[config.mk]
export PLATFORM = sky130hd
export DESIGN_NAME = apb_mem_bridge
export DESIGN_NICKNAME = d
export VERILOG_FILES = /design/src/rtl/apb_mem_bridge.sv
export SDC_FILE = /design/constraint.sdc
export NUM_CORES = 1
export LEC_CHECK = 0
export BUFFER_PORTS_ARGS = -buffer_cell sky130_fd_sc_hd__buf_2
export CAP_MARGIN = 20
export CORE_ASPECT_RATIO = 0.8
export CORE_MARGIN = 1.5
export CORE_UTILIZATION = 50
export CTS_BUF_LIST = sky130_fd_sc_hd__clkbuf_8
export CTS_CLUSTER_SIZE = 8
export DETAILED_ROUTE_END_ITERATION = 7
export GPL_TIMING_DRIVEN = 0
export HOLD_SLACK_MARGIN = 0.15
export PLACE_DENSITY = 0.8
export SLEW_MARGIN = 20
export SYNTH_ARGS = -nofsm -noshare
export SYNTH_HDL_FRONTEND = slang
export SYNTH_SLANG_ARGS = --single-unit
[constraint.sdc]
create_clock -name clk -period 5.62 [get_ports clk]
set_clock_uncertainty 0.2 [all_clocks]
set_input_delay 0.843 -clock clk [delete_from_list [all_inputs] [get_ports clk]]
set_output_delay 0.843 -clock clk [all_outputs]
set_load 0.01 [all_outputs]
[src/rtl/apb_mem_bridge.sv]
// APB slave that forwards one select code onto a single memory-bus target.
// Completion is either by mem_ready handshake or by a fixed wait-state count.
module apb_mem_bridge #(
    parameter int unsigned ADDR_W        = 8,
    parameter int unsigned DATA_W        = 8,
    parameter int unsigned ID_W          = 2,
    parameter int unsigned MEM_DEPTH     = 256,
    parameter bit          USE_MEM_READY = 1'b1,
    parameter int unsigned WAIT_STATES   = 0,
    parameter int unsigned TIMEOUT       = 16
) (
    input  logic              clk,
    input  logic              reset_n,
    input  logic [ID_W-1:0]   id,
    input  logic [ID_W-1:0]   psel,
    input  logic              penable,
    input  logic              pwrite,
    input  logic [ADDR_W-1:0] paddr,
    input  logic [DATA_W-1:0] pwdata,
    output logic [DATA_W-1:0] prdata,
    output logic              pready,
    output logic              pslverr,
    output logic [ADDR_W-1:0] mem_addr,
    output logic [DATA_W-1:0] mem_wdata,
    output logic              mem_wren,
    output logic              mem_rden,
    output logic              mem_ce,
    input  logic [DATA_W-1:0] mem_rdata,
    input  logic              mem_ready,
    output logic [7:0]        err_count
);

    typedef enum logic [1:0] {StIdle, StReq, StWait, StResp} state_e;

    localparam logic [4:0]      CntMax   = 5'h1f;
    localparam logic [4:0]      CntWait  = 5'(WAIT_STATES);
    localparam logic [4:0]      CntTout  = 5'(TIMEOUT - 1);
    localparam logic [ADDR_W:0] DepthLim = (ADDR_W + 1)'(MEM_DEPTH);

    state_e            r_state;
    logic [4:0]        r_cnt;
    logic              r_write;
    logic [DATA_W-1:0] r_prdata;
    logic              r_pready;
    logic              r_pslverr;
    logic [ADDR_W-1:0] r_mem_addr;
    logic [DATA_W-1:0] r_mem_wdata;
    logic              r_mem_wren;
    logic              r_mem_rden;
    logic              r_mem_ce;
    logic [7:0]        r_err_count;

    state_e            w_state_d;
    logic [4:0]        w_cnt_d;
    logic              w_sel;
    logic              w_in_range;
    logic              w_accept;
    logic              w_resp_err;
    logic              w_abort;
    logic              w_done;
    logic              w_tout;

    assign w_sel      = (psel == id) && (psel != '0);
    assign w_in_range = ({1'b0, paddr} < DepthLim);

    always_comb begin
        w_state_d  = r_state;
        w_cnt_d    = r_cnt;
        w_accept   = 1'b0;
        w_resp_err = 1'b0;
        w_abort    = 1'b0;
        w_done     = USE_MEM_READY ? mem_ready : (r_cnt == CntWait);
        w_tout     = USE_MEM_READY && (r_cnt == CntTout);
        case (r_state)
            StIdle: begin
                if (w_sel && !penable) begin
                    if (w_in_range) begin
                        w_accept  = 1'b1;
                        w_state_d = StReq;
                        w_cnt_d   = '0;
                    end else begin
                        // Zero-wait error: no memory access is issued.
                        w_resp_err = 1'b1;
                        w_state_d  = StResp;
                    end
                end
            end
            StReq, StWait: begin
                if ((psel != id) || !penable) begin
                    w_abort   = 1'b1;
                    w_state_d = StIdle;
                end else if (w_done) begin
                    w_state_d = StResp;
                end else if (w_tout) begin
                    w_resp_err = 1'b1;
                    w_state_d  = StResp;
                end else begin
                    w_state_d = StWait;
                    w_cnt_d   = (r_cnt == CntMax) ? r_cnt : r_cnt + 5'd1;
                end
            end
            StResp:  w_state_d = StIdle;
            default: w_state_d = StIdle;
        endcase
    end

    always_ff @(posedge clk or negedge reset_n) begin
        if (!reset_n) begin
            r_state     <= StIdle;
            r_cnt       <= '0;
            r_write     <= 1'b0;
            r_prdata    <= '0;
            r_pready    <= 1'b0;
            r_pslverr   <= 1'b0;
            r_mem_addr  <= '0;
            r_mem_wdata <= '0;
            r_mem_wren  <= 1'b0;
            r_mem_rden  <= 1'b0;
            r_mem_ce    <= 1'b0;
            r_err_count <= '0;
        end else begin
            r_state <= w_state_d;
            r_cnt   <= w_cnt_d;
            if (w_accept) begin
                r_mem_addr  <= paddr;
                r_mem_wdata <= pwdata;
                r_write     <= pwrite;
            end
            r_mem_wren <= w_accept && pwrite;
            r_mem_rden <= w_accept && !pwrite;
            r_mem_ce   <= (w_state_d == StReq) || (w_state_d == StWait);
            r_pready   <= (w_state_d == StResp);
            r_pslverr  <= w_resp_err;
            // Read data is captured on the completing edge only.
            r_prdata   <= ((w_state_d == StResp) && !w_resp_err && !r_write) ? mem_rdata : '0;
            if ((w_resp_err || w_abort) && (r_err_count != 8'hff)) begin
                r_err_count <= r_err_count + 8'd1;
            end
        end
    end

    assign prdata    = r_prdata;
    assign pready    = r_pready;
    assign pslverr   = r_pslverr;
    assign mem_addr  = r_mem_addr;
    assign mem_wdata = r_mem_wdata;
    assign mem_wren  = r_mem_wren;
    assign mem_rden  = r_mem_rden;
    assign mem_ce    = r_mem_ce;
    assign err_count = r_err_count;

endmodule

# Yosys cells after proc, flatten, opt, wreduce, memory -nomap -nowiden
# Index checks and enable logic that the tools add are counted.
# totals
elab_cells,69
reg_bits,45
inputBits,33
# op_classes
n_eq_ne,16
muxes,20
reduce_logical,19
addsub,2
# op_table
cell,n
5-bit two-way mux,5
1-bit two-way mux,10
"2-bit inequality test, second input constant",5
5-bit one-hot mux with 2 select lines,1
"8-bit by 1-bit adder with 8-bit output, second input constant",1
"2-bit equality test, second input constant",4
8-bit two-way mux,1
"8-bit inequality test, second input constant",1
1-bit logical AND,7
2-bit one-hot mux with 3 select lines,1
6-bit AND reduction,1
"5-bit by 1-bit adder with 5-bit output, second input constant",1
"5-bit by 4-bit equality test with 1-bit output, second input constant",1
"5-bit equality test, second input constant",1
"2-bit by 1-bit equality test with 1-bit output, second input constant",2
1-bit zero test,4
2-bit two-way mux,2
2-bit nonzero test,2
1-bit logical OR,3
2-bit equality test,1
2-bit zero test,1
2-bit inequality test,1
2-bit OR reduction,1

# Logic depth before layout (Yosys ltp)
# Gate-level depths: netlist of the first run.
# depth
depth_word,9
mapped_depth,9

# Worst setup path after synthesis of the first run
# OpenSTA, ideal clock, no wires.
# synth_path
path_kind,input to register
from,in id[1]
to,reg r_prdata[0] (netlist: prdata[0])
cell_stages,6
required_time_ns,5.301
arrival_time_ns,2.049
path_slack_ns,3.252
n_path_buf,0
setup_ns,0.119
path_cell_list,nand4bb_1 o221ai_2 o22ai_1 ha_1 o211a_1 and2_1
# synth_via
elab_chain_cells,9
# synth_rtl
element,line,rtl
from (decl),14,"input logic [ID_W-1:0] id,"
2-bit equality test,63,assign w_sel = (psel == id) && (psel != '0);
1-bit logical AND,63,
1-bit logical AND,76,if (w_sel && !penable) begin
2-bit two-way mux,76,
2-bit one-hot mux with 3 select lines *,74,case (r_state)
via w_state_d[1],53,state_e w_state_d;
2-bit equality test *,135,r_prdata <= ((w_state_d == StResp) && !w_resp_err && !r_write) ? mem_rdata : '0;
1-bit logical AND * (2 in a row),135,
8-bit two-way mux *,135,
to (signal assigned),135,
to (decl),43,logic [DATA_W-1:0] r_prdata;
# Mark *: on every way through the listed nets, which the timed path passes. The rest lies on a longest branch.
# A chain may end at the register's enable or synchronous reset.

# Worst setup path after layout of the first run
# layout_path
from,reg r_cnt[0]
to,reg r_cnt[2]
# layout_via
elab_chain_cells,6
# layout_rtl
element,line,rtl
from (decl),41,logic [4:0] r_cnt;
from (signal assigned),123,r_cnt <= w_cnt_d;
5-bit by 1-bit adder with 5-bit output,99,w_cnt_d = (r_cnt == CntMax) ? r_cnt : r_cnt + 5'd1;
5-bit two-way mux,99,
5-bit two-way mux,94,end else if (w_tout) begin
5-bit two-way mux,92,end else if (w_done) begin
5-bit two-way mux,89,if ((psel != id) || !penable) begin
5-bit one-hot mux with 2 select lines,74,
# Several ways; a longest one is shown, not always the timed one. The select of a mux whose other input is x is not followed.

==> summary.md, run 1 <==
| Metric | Value |
|---|---|
| Router iterations before antenna repair | `4` |
| Reg clk slew, reported paths | `80 ps` |
| Area Growth Syn to Fin | `25.5%` |
| Crit path required time | `5600 ps` |
| Die Span Y | `59.2 um` |
| CP most frequent cell | `ha_1` |
| First-pass GRT wire length | `5.92 mm` |
| Fin crit period | `2530 ps` |
| Final Max Tran Viols | `0` |
| Ys flop type | `dfrtp_1` |
| Largest area contributor in the netlist | `dfrtp_1` |
| Seq/Total Area, Yosys | `0.570` |
| Sequential Area | `1130 sq um` |
| F_max | `0.395 GHz` |
| PwrDens | `451 nW/um^2` |
| Slew headroom | `0.370` |
| IO Pins | `70` |
| Postcts setup bufs | `0` |
| Global route total overflow | `0` |
| Fraction of layout cells with a size suffix above 1 | `0.466` |
| Synth cell count leaders | `dfrtp_1 (45), mux2_2 (10), xnor2_1 (9)` |
| Min-Delay Path Class | `register to register` |
| Clock latency on the worst-skew pair | `290 ps` |
| GPL Wtd Cong | `0.746` |
| Crit path cell chain | `ha_1 -> and3_1 -> ha_1 -> nor4b_1 -> and4_2 -> o21ai_0 -> a211o_1` |
| Synthesized cell area | `1980 sq um` |
| RSZ-0062 raised after global routing | `false` |
| Vias in the first global route | `1289` |
| Row count | `20` |
| CP Class | `register to register` |
| Final worst-path cycle share | `0.450` |
| Status | `complete, no violations` |
| Post-cts resize count | `0` |
| Async SR Flop Fraction | `1.00` |
| Adder-cell share of the synthesized area | `0.0380` |
| Main combinational cell family by area after synthesis | `simple AND/OR/NAND/NOR gates` |
| Fill cells | `301` |
| Nets | `262` |
| VDD IR max | `0.259 mV` |
| Top cells by area, synth | `dfrtp_1 (57%), mux2_4 (6.1%), mux2_2 (5.7%)` |
| EDFF count, synth | `0` |
| Initial antenna violation count | `0` |
| Worst-margin pin slew | `945 ps` |
| Leak | `1.31 nW` |
| Post-Synth Simple-Gate Area | `0.147` |
| Post-synth top area share | `0.570` |
| Detail-routed net length per standard cell | `13.0 um` |
| Max FO, Critical Path | `5` |
| TritonCTS Buffers | `5` |
| CP endpoint kind | `register` |
| Largest net degree at the start of global routing | `46` |
| Iteration-0 DRC count of the detailed router | `68` |
| Finish-stage setup viols | `0` |
| Root Driver | `clkbuf_8` |
| Avg Cell Area, Syn | `13.4 sq um` |
| Multi-input combinational cell area | `813 sq um` |
| TritonCTS clock tree | `done` |
| # diodes | `0` |
| Mapped Nets | `186` |
| Residual DRC count | `0` |
| Clk sinks | `45` |
| Via count | `1392` |
| Slowest stage delay, CP | `410 ps` |
| CP max stage cell | `dfrtp_1` |
| Final ANT Viol Nets | `0` |
| Die Width | `73.3 um` |
| Final Routed Wirelength | `3.62 mm` |
| Input/output buffers | `69` |
| Initial core utilization | `0.520` |
| Setup TNS Final | `0 ps` |
| Hold Fails Final Rpt | `0` |
| Die ar. | `4340 sq um` |
| Synth Warn # | `0` |
| XOR/XNOR Fraction of Synth Area | `0.0443` |
| Post-synthesis sequential element count | `45` |
| GRT Util Overall | `0.180` |
| Multiplexer share of the synthesized area | `0.123` |
| Crit path DAT | `2510 ps` |
| Yosys cell types | `40` |
| Critical Path Start Type | `register` |
| Post-synthesis compound-gate area fraction | `0.0595` |
| Clock buffer depth | `2` |
| Count leader, synth | `dfrtp_1` |
| Hpwl dp | `2.68 mm` |
| Hold WS | `296 ps` |
| Core footprint | `3800 sq um` |
| Max cap viols | `0` |
| Vias per cell | `5.01` |
| Synth Instances | `147` |
| CTS H-tree depth | `2` |
| Post-CTS Hold Buffers | `0` |
-- power by group --
| group | switching, mW | leakage [nW] | internal, mW | total [mW] |
|---|---|---|---|---|
| sequential | 0.0708 | 0.578 | 0.431 | 0.502 |
| combinational | 0.204 | 0.691 | 0.214 | 0.418 |
| clock | 0.101 | 0.0433 | 0.0972 | 0.198 |
-- critical path, delay by kind of cell (launching register included) --
kind            cells  cell delay (ps)
flops               1              410
compound gates      2              440
fa+ha+maj           2              440
simple gates        3              940
-- worst paths after layout --
path	endpoint	cells past startpoint	startpoint	slack, ps
setup / recovery	r_cnt[2]	7	r_cnt[0]	3090
hold / removal	err_count[7]	1	err_count[7]	300
setup reg to reg	r_cnt[2]	7	r_cnt[0]	3090
hold reg to reg	err_count[7]	1	err_count[7]	300
max in group asynchronous	prdata[2]	1	reset_n	4130
min in group asynchronous	err_count[6]	1	reset_n	500
-- placed cells by master, fill, tap and decap left out, drive strengths merged, types with 2 or more instances in the layout --
master	Yosys	layout
and2	8	8
nand3	5	5
nand2	3	3
nand4	8	8
o22ai	2	2
dfrtp	45	45
xnor2	9	9
ha	6	6
a21oi	2	2
mux2	18	18
clkbuf	1	7
buf	1	70
and3	3	3
and4	4	4
o21ai	3	3
nor2	6	6
inv	6	6
-- sequential cells by signal (all words and copies together) (netlist names) --
| register | flops |
|---|---|
| err_count | 8 |
| mem_addr | 8 |
| mem_wdata | 8 |
| prdata | 8 |
| r_cnt | 5 |
| r_state | 2 |
| mem_ce | 1 |
| mem_rden | 1 |
| mem_wren | 1 |
| pready | 1 |
| pslverr | 1 |
| r_write | 1 |
-- metal layers --
| layer | part of all wire | global-route usage |
|---|---|---|
| met5 | 0 | 0 |
| met4 | 0.0075 | 0.0556 |
| met3 | 0.057 | 0.0493 |
| met2 | 0.48 | 0.300 |
| met1 | 0.45 | 0.231 |
-- layout make-up --
class / instances / share of cell area
clock buffers: 6 / 0.0333
multi-input cells: 94 / 0.328
inverters: 6 / 0.00908
repair buffers: 69 / 0.139
flip-flops and latches: 45 / 0.454
clock inverters: 1 / 0.00303
well taps: 55 / 0.0277
plain buffers: 2 / 0.00605
-- per-stage QoR --
| step | cells | setup slack (ps) | utilization | total power [mW] | area (sq um) |
|---|---|---|---|---|---|
| 2_1_floorplan | 147 | 3250 | - | 0.772 | 1980 |
| 3_3_place_gp | 271 | 2890 | 0.629 | 0.914 | 2390 |
| 3_5_place_dp | 271 | 2870 | 0.629 | 0.931 | 2390 |
| 4_1_cts | 278 | 3100 | 0.652 | 1.13 | 2480 |
| 5_1_grt | 278 | 2840 | 0.652 | 1.21 | 2480 |
| 6_report | 278 | 3090 | 0.652 | 1.12 | 2480 |
-- kinds of logic (layout without fill, tap and decap cells) --
kind of cell,count (synthesis),count (layout)
muxes,19,19
xor gates and xnor gates,10,10
adders and majority gates,6,6
DFF,45,45
buffers and inverters,8,84
AOI/OAI and AO/OA,14,14
and+or+nand+nor,45,45
Note: power is estimated with default switching activity, not from simulation.
==> run 2: changes to the inputs <==
- clock period: 5.62 -> 2.4 ns (I/O delays scaled with it)
==> run 2 against run 1 <==
  * Sequential power grew 140%
  * Total power up 140%
  * Setup slack worse by 3000 ps
  * First-iteration DRC count is 1.5% higher
  * Non-clock buffer count rose by 29
  * Register-to-register slack got worse by 3000 ps
  * Flip-flop and latch count unchanged
  * Maximum frequency up 11%
  * Cell count increased by 10%
  * Final area is 13% higher
  * Via count grew 7.3%
  * Critical endpoint unchanged
  * Highest routed layer unchanged
==> summary.md, run 2 (synthesis results as in run 1) <==
| Metric | Value |
|---|---|
| Status | `complete, no violations` |
| Fin area | `2800 sq um` |
| # diodes | `0` |
| Global route total overflow | `0` |
| Nets | `291` |
| Detail-routed net length per standard cell | `13.4 um` |
| Crit path cell chain | `ha_2 -> and3_1 -> ha_2 -> nor4b_4 -> and4_4 -> o21ai_1 -> a211o_1` |
| Area after DPL | `2390 sq um` |
| Crit path required time | `2380 ps` |
| Leak | `1.43 nW` |
| Initial antenna violation count | `0` |
| PwrDens | `963 nW/um^2` |
| Path length in cells of the critical path | `7` |
| Final worst-path cycle share | `0.949` |
| Reg clk slew, reported paths | `80 ps` |
| Max FO, Critical Path | `4` |
| Finished Layout Cells | `307` |
| Router iterations before antenna repair | `4` |
| GRT Util Overall | `0.205` |
| Clock latency on the worst-skew pair | `290 ps` |
| Die ar. | `4340 sq um` |
| Final WS setup | `122 ps` |
| Via count | `1494` |
| Die Width | `73.3 um` |
| Min-Delay Path Class | `input pin to register` |
| Largest net degree at the start of global routing | `46` |
| Hold WS | `263 ps` |
| Hold Fails Final Rpt | `0` |
| TritonCTS clock tree | `done` |
| TritonCTS Buffers | `5` |
| CP max stage cell | `dfrtp_1` |
| Crit path DAT | `2260 ps` |
| Max cap viols | `0` |
| Core Util, Final | `0.736` |
| Most frequent cells in the layout | `buf_2 (69), dfrtp_1 (45), dlygate4sd3_1 (26)` |
| Area Growth Syn to Fin | `41.6%` |
| WP buf/inv | `0` |
| Most common cell after layout, fill and taps aside | `buf_2` |
| Post-Place Worst Slack | `-110 ps` |
| CP endpoint kind | `register` |
| Core footprint | `3800 sq um` |
| Iteration-0 DRC count of the detailed router | `69` |
| Root Driver | `clkbuf_8` |
| Slowest stage delay, CP | `410 ps` |
| Die Span Y | `59.2 um` |
| Setup TNS Final | `0 ps` |
| Final Routed Wirelength | `4.10 mm` |
| Final Max Tran Viols | `0` |
| First-pass GRT wire length | `6.73 mm` |
| Clock buffer depth | `2` |
| RSZ-0062 raised after global routing | `false` |
| Critical Path Start Type | `register` |
| Fin crit period | `2280 ps` |
| Reg2reg path depth | `7` |
| DP Cell Count | `271` |
| Hpwl dp | `2.68 mm` |
| Worst hold stages | `3` |
| IO Pins | `70` |
| F_max | `0.439 GHz` |
| Final ANT Viol Nets | `0` |
| GPL Wtd Cong | `0.746` |
| Input/output buffers | `69` |
| Vias per cell | `4.87` |
| Slew headroom | `0.359` |
| Vias in the first global route | `1438` |
| Tot Pwr | `2.70 mW` |
| Residual DRC count | `0` |
| Initial core utilization | `0.520` |
| Row count | `20` |
| Finish-stage setup viols | `0` |
| CP most frequent cell | `ha_2` |
| Fraction of layout cells with a size suffix above 1 | `0.448` |
| CTS H-tree depth | `2` |
| CP Class | `register to register` |
| Family with the most delay on the worst path | `simple AND/OR/NAND/NOR gates` |
| VDD IR max | `0.621 mV` |
| Worst-margin pin slew | `961 ps` |
| Clk sinks | `45` |
## run 2: where the power goes
part / switching (mW) / total [mW] / internal (mW)
clock: 0.233 / 0.460 / 0.227
combinational: 0.499 / 1.06 / 0.558
sequential: 0.168 / 1.18 / 1.01
## run 2: final timing paths
path                              startpoint            to  slack (ps)
worst max-delay path                r_cnt[0]      r_cnt[2]         120
worst min-delay path               mem_ready       pslverr         260
worst max register to register      r_cnt[0]      r_cnt[2]         120
worst min register to register  err_count[7]  err_count[7]         300
max in group asynchronous            reset_n   mem_addr[7]         820
min in group asynchronous            reset_n  err_count[5]         590
## run 2: worst min-delay path, cell delays in order
cell    delay [ps]
buf_2          130
or2b_1         170
nor2_1          50
## run 2: per-layer routing
layer | up-vias | wire, um | track usage
li1 | 734 | - | -
met1 | 717 | 1790 | 0.270
met2 | 41 | 2110 | 0.345
met3 | 2 | 188 | 0.0476
met4 | 0 | 14 | 0.0556
met5 | - | 0 | 0
## run 2: layout make-up
type                       instances  area [sq um]
tap                               55          68.8
buffer                             2          18.8
multi-input combinational         94           845
inverter                           6          22.5
sequential                        45          1130
clock inverter                     1          7.51
clock buffer                       6          82.6
fill                             256          1000
timing repair buffer              98           628
## run 2: what timing repair did
action	in CTS	in global routing
pin swaps	3	3
hold buffers	26	0
endpoints found under the setup margin	13	12
hold endpoints to repair	70	0
gates resized for setup	3	9
buffers inserted	2	1
==> run 3: changes to the inputs <==
- BUFFER_PORTS_ARGS: -buffer_cell sky130_fd_sc_hd__buf_2 -> -buffer_cell sky130_fd_sc_hd__buf_4
==> run 3 against run 2 <==
  * Flip-flop and latch count unchanged
  * Core utilization rose by 5.7 points
  * Routed wire length is 25% higher
  * Maximum frequency down 4.6%
  * Hold slack lost 34 ps
  * Register-to-register slack got worse by 110 ps
  * Critical endpoint is now r_cnt[0]
  * Largest cell class unchanged
  * Largest power group is now combinational cells
==> summary.md, run 3 (synthesis results as in run 1) <==
| Metric | Value |
|---|---|
| Status | `complete, no violations` |
| Crit path DAT | `2380 ps` |
| Setup crit end | `r_cnt[0]` |
| Residual DRC count | `0` |
| Clock Power Share | `0.188` |
| GRT Util Overall | `0.238` |
| Vias in the first global route | `1643` |
| Path length in cells of the critical path | `7` |
| Crit path cell chain | `ha_2 -> and3_1 -> ha_1 -> nor4b_4 -> and4_4 -> o21ai_2 -> mux2_2` |
| Global route total overflow | `0` |
| Hold Fails Final Rpt | `0` |
| R2R Setup Slk | `10 ps` |
| Max FO, Critical Path | `5` |
| Final Max Tran Viols | `0` |
| Fraction of layout cells with a size suffix above 1 | `0.451` |
| Final WS setup | `12.5 ps` |
| Crit path required time | `2390 ps` |
| Clock latency on the worst-skew pair | `300 ps` |
| Post-Place Worst Slack | `-151 ps` |
| Comb power frac | `0.419` |
| Finished Layout Cells | `309` |
| First-pass GRT wire length | `7.58 mm` |
| GPL Wtd Cong | `0.847` |
| Tot Pwr | `3.07 mW` |
| VDD IR max | `0.617 mV` |
| Vias per cell | `5.31` |
| Min-Delay Path Class | `input pin to register` |
| Worst r2r dst | `r_cnt[0]` |
| Slowest stage delay, CP | `410 ps` |
| Reg clk slew, reported paths | `80 ps` |
| Reg2reg path depth | `7` |
| Family with the most delay on the worst path | `simple AND/OR/NAND/NOR gates` |
| Iteration-0 DRC count of the detailed router | `102` |
| Pint | `2.08 mW` |
| Clk sinks | `45` |
| TritonCTS Buffers | `5` |
| Final ANT Viol Nets | `0` |
| Input/output buffers | `69` |
| Leak | `1.50 nW` |
| Critical Path Start Type | `register` |
| Router iterations before antenna repair | `4` |
| Initial antenna violation count | `0` |
| Switching Share | `0.325` |
| Largest net degree at the start of global routing | `46` |
| Sequential group share of total power | `0.393` |
| Final worst-path cycle share | `0.995` |
| CTS H-tree depth | `2` |
| CP endpoint kind | `register` |
| CP Class | `register to register` |
| Finish-stage setup viols | `0` |
| Slew headroom | `0.629` |
| Max cap viols | `0` |
| R2r startpoint | `r_cnt[1]` |
| Most frequent cells in the layout | `buf_4 (72), dfrtp_1 (45), dlygate4sd3_1 (26)` |
| Root Driver | `clkbuf_8` |
| Fin area | `3020 sq um` |
| Hpwl dp | `3.07 mm` |
| Core footprint | `3800 sq um` |
| Area Growth Syn to Fin | `52.6%` |
| Switching pwr | `999 uW` |
| DP Cell Count | `271` |
| Worst-margin pin slew | `556 ps` |
| Final Routed Wirelength | `5.14 mm` |
| Area after DPL | `2560 sq um` |
| CP startpoint | `r_cnt[1]` |
| CP max stage cell | `dfrtp_1` |
| Fin crit period | `2390 ps` |
| WP buf/inv | `0` |
| Row count | `20` |
| Die Span Y | `59.2 um` |
| TritonCTS clock tree | `done` |
| Die ar. | `4340 sq um` |
| Clock buffer depth | `2` |
| Initial core utilization | `0.520` |
| Via count | `1641` |
| IO Pins | `70` |
| Die Width | `73.3 um` |
| F_max | `0.419 GHz` |
| Most common cell after layout, fill and taps aside | `buf_4` |
| Nets | `291` |
| Fill cells | `229` |
| Detail-routed net length per standard cell | `16.6 um` |
| PwrDens | `1020 nW/um^2` |
run 3: per-stage QoR:
step,utilization,TNS (ps),hold WS (ps)
finish,0.793,0,229
global route,0.792,-90.4,240
global placement,0.674,-126,178
floorplan,-,0,-136
detailed placement,0.674,-1040,189
CTS,0.777,0,164
run 3: what timing repair did:
| item | CTS | global route |
|---|---|---|
| hold buffers | 26 | 0 |
| hold endpoints to repair | 70 | 0 |
| resized for setup | 3 | 12 |
| pin swaps | 2 | 5 |
| buffers inserted | 1 | 2 |
| endpoints found under the setup margin | 13 | 12 |
run 3: area by class of cell:
type / instances / area (sq um) / area share
clock inverters: 2 / 33.8 / 0.0112
well taps: 55 / 68.8 / 0.0228
flip-flops and latches: 45 / 1130 / 0.373
repair buffers: 98 / 801 / 0.265
plain buffers: 2 / 22.5 / 0.00747
inverters: 6 / 22.5 / 0.00747
multi-input cells: 94 / 857 / 0.284
diodes: 1 / 2.50 / 0.000830
clock buffers: 6 / 82.6 / 0.0274
run 3: worst min-delay path by stage:
stage                     cells after the start  slack (ps)      endpoint  startpoint
final                                         3         230       pslverr   mem_ready
after global routing                          3         240       pslverr   mem_ready
after CTS                                     3         160       pslverr   mem_ready
after detailed placement                      1         190  err_count[7]     reset_n
after global placement                        1         180  err_count[7]     reset_n
after floorplan                               0        -140  err_count[0]     reset_n
run 3: per-layer routing:
layer | vias up | track usage | wire (um)
li1 | 735 | - | -
met1 | 809 | 0.281 | 1910
met2 | 81 | 0.406 | 2780
met3 | 16 | 0.0510 | 293
met4 | 0 | 0.135 | 153
met5 | - | 0 | 0
run 3: power by group through the flow:
stage / Combinational, mW / Sequential [mW] / Clock, mW
after CTS: 1.17 / 1.20 / 0.587
after floorplan: 0.535 / 1.27 / 0
final: 1.29 / 1.21 / 0.578
after detailed placement: 1.12 / 1.21 / 0
after global routing: 1.38 / 1.24 / 0.623
after global placement: 1.08 / 1.19 / 0
run 3: worst register-to-register path, delay by kind of cell, from the launching register on:
kind	cells	cell delay, ps
AND/OR/NAND/NOR	3	850
adder cells (fa/ha/maj)	2	410
flip-flops	1	410
multiplexers	1	300
AO/OA/AOI/OAI	1	110
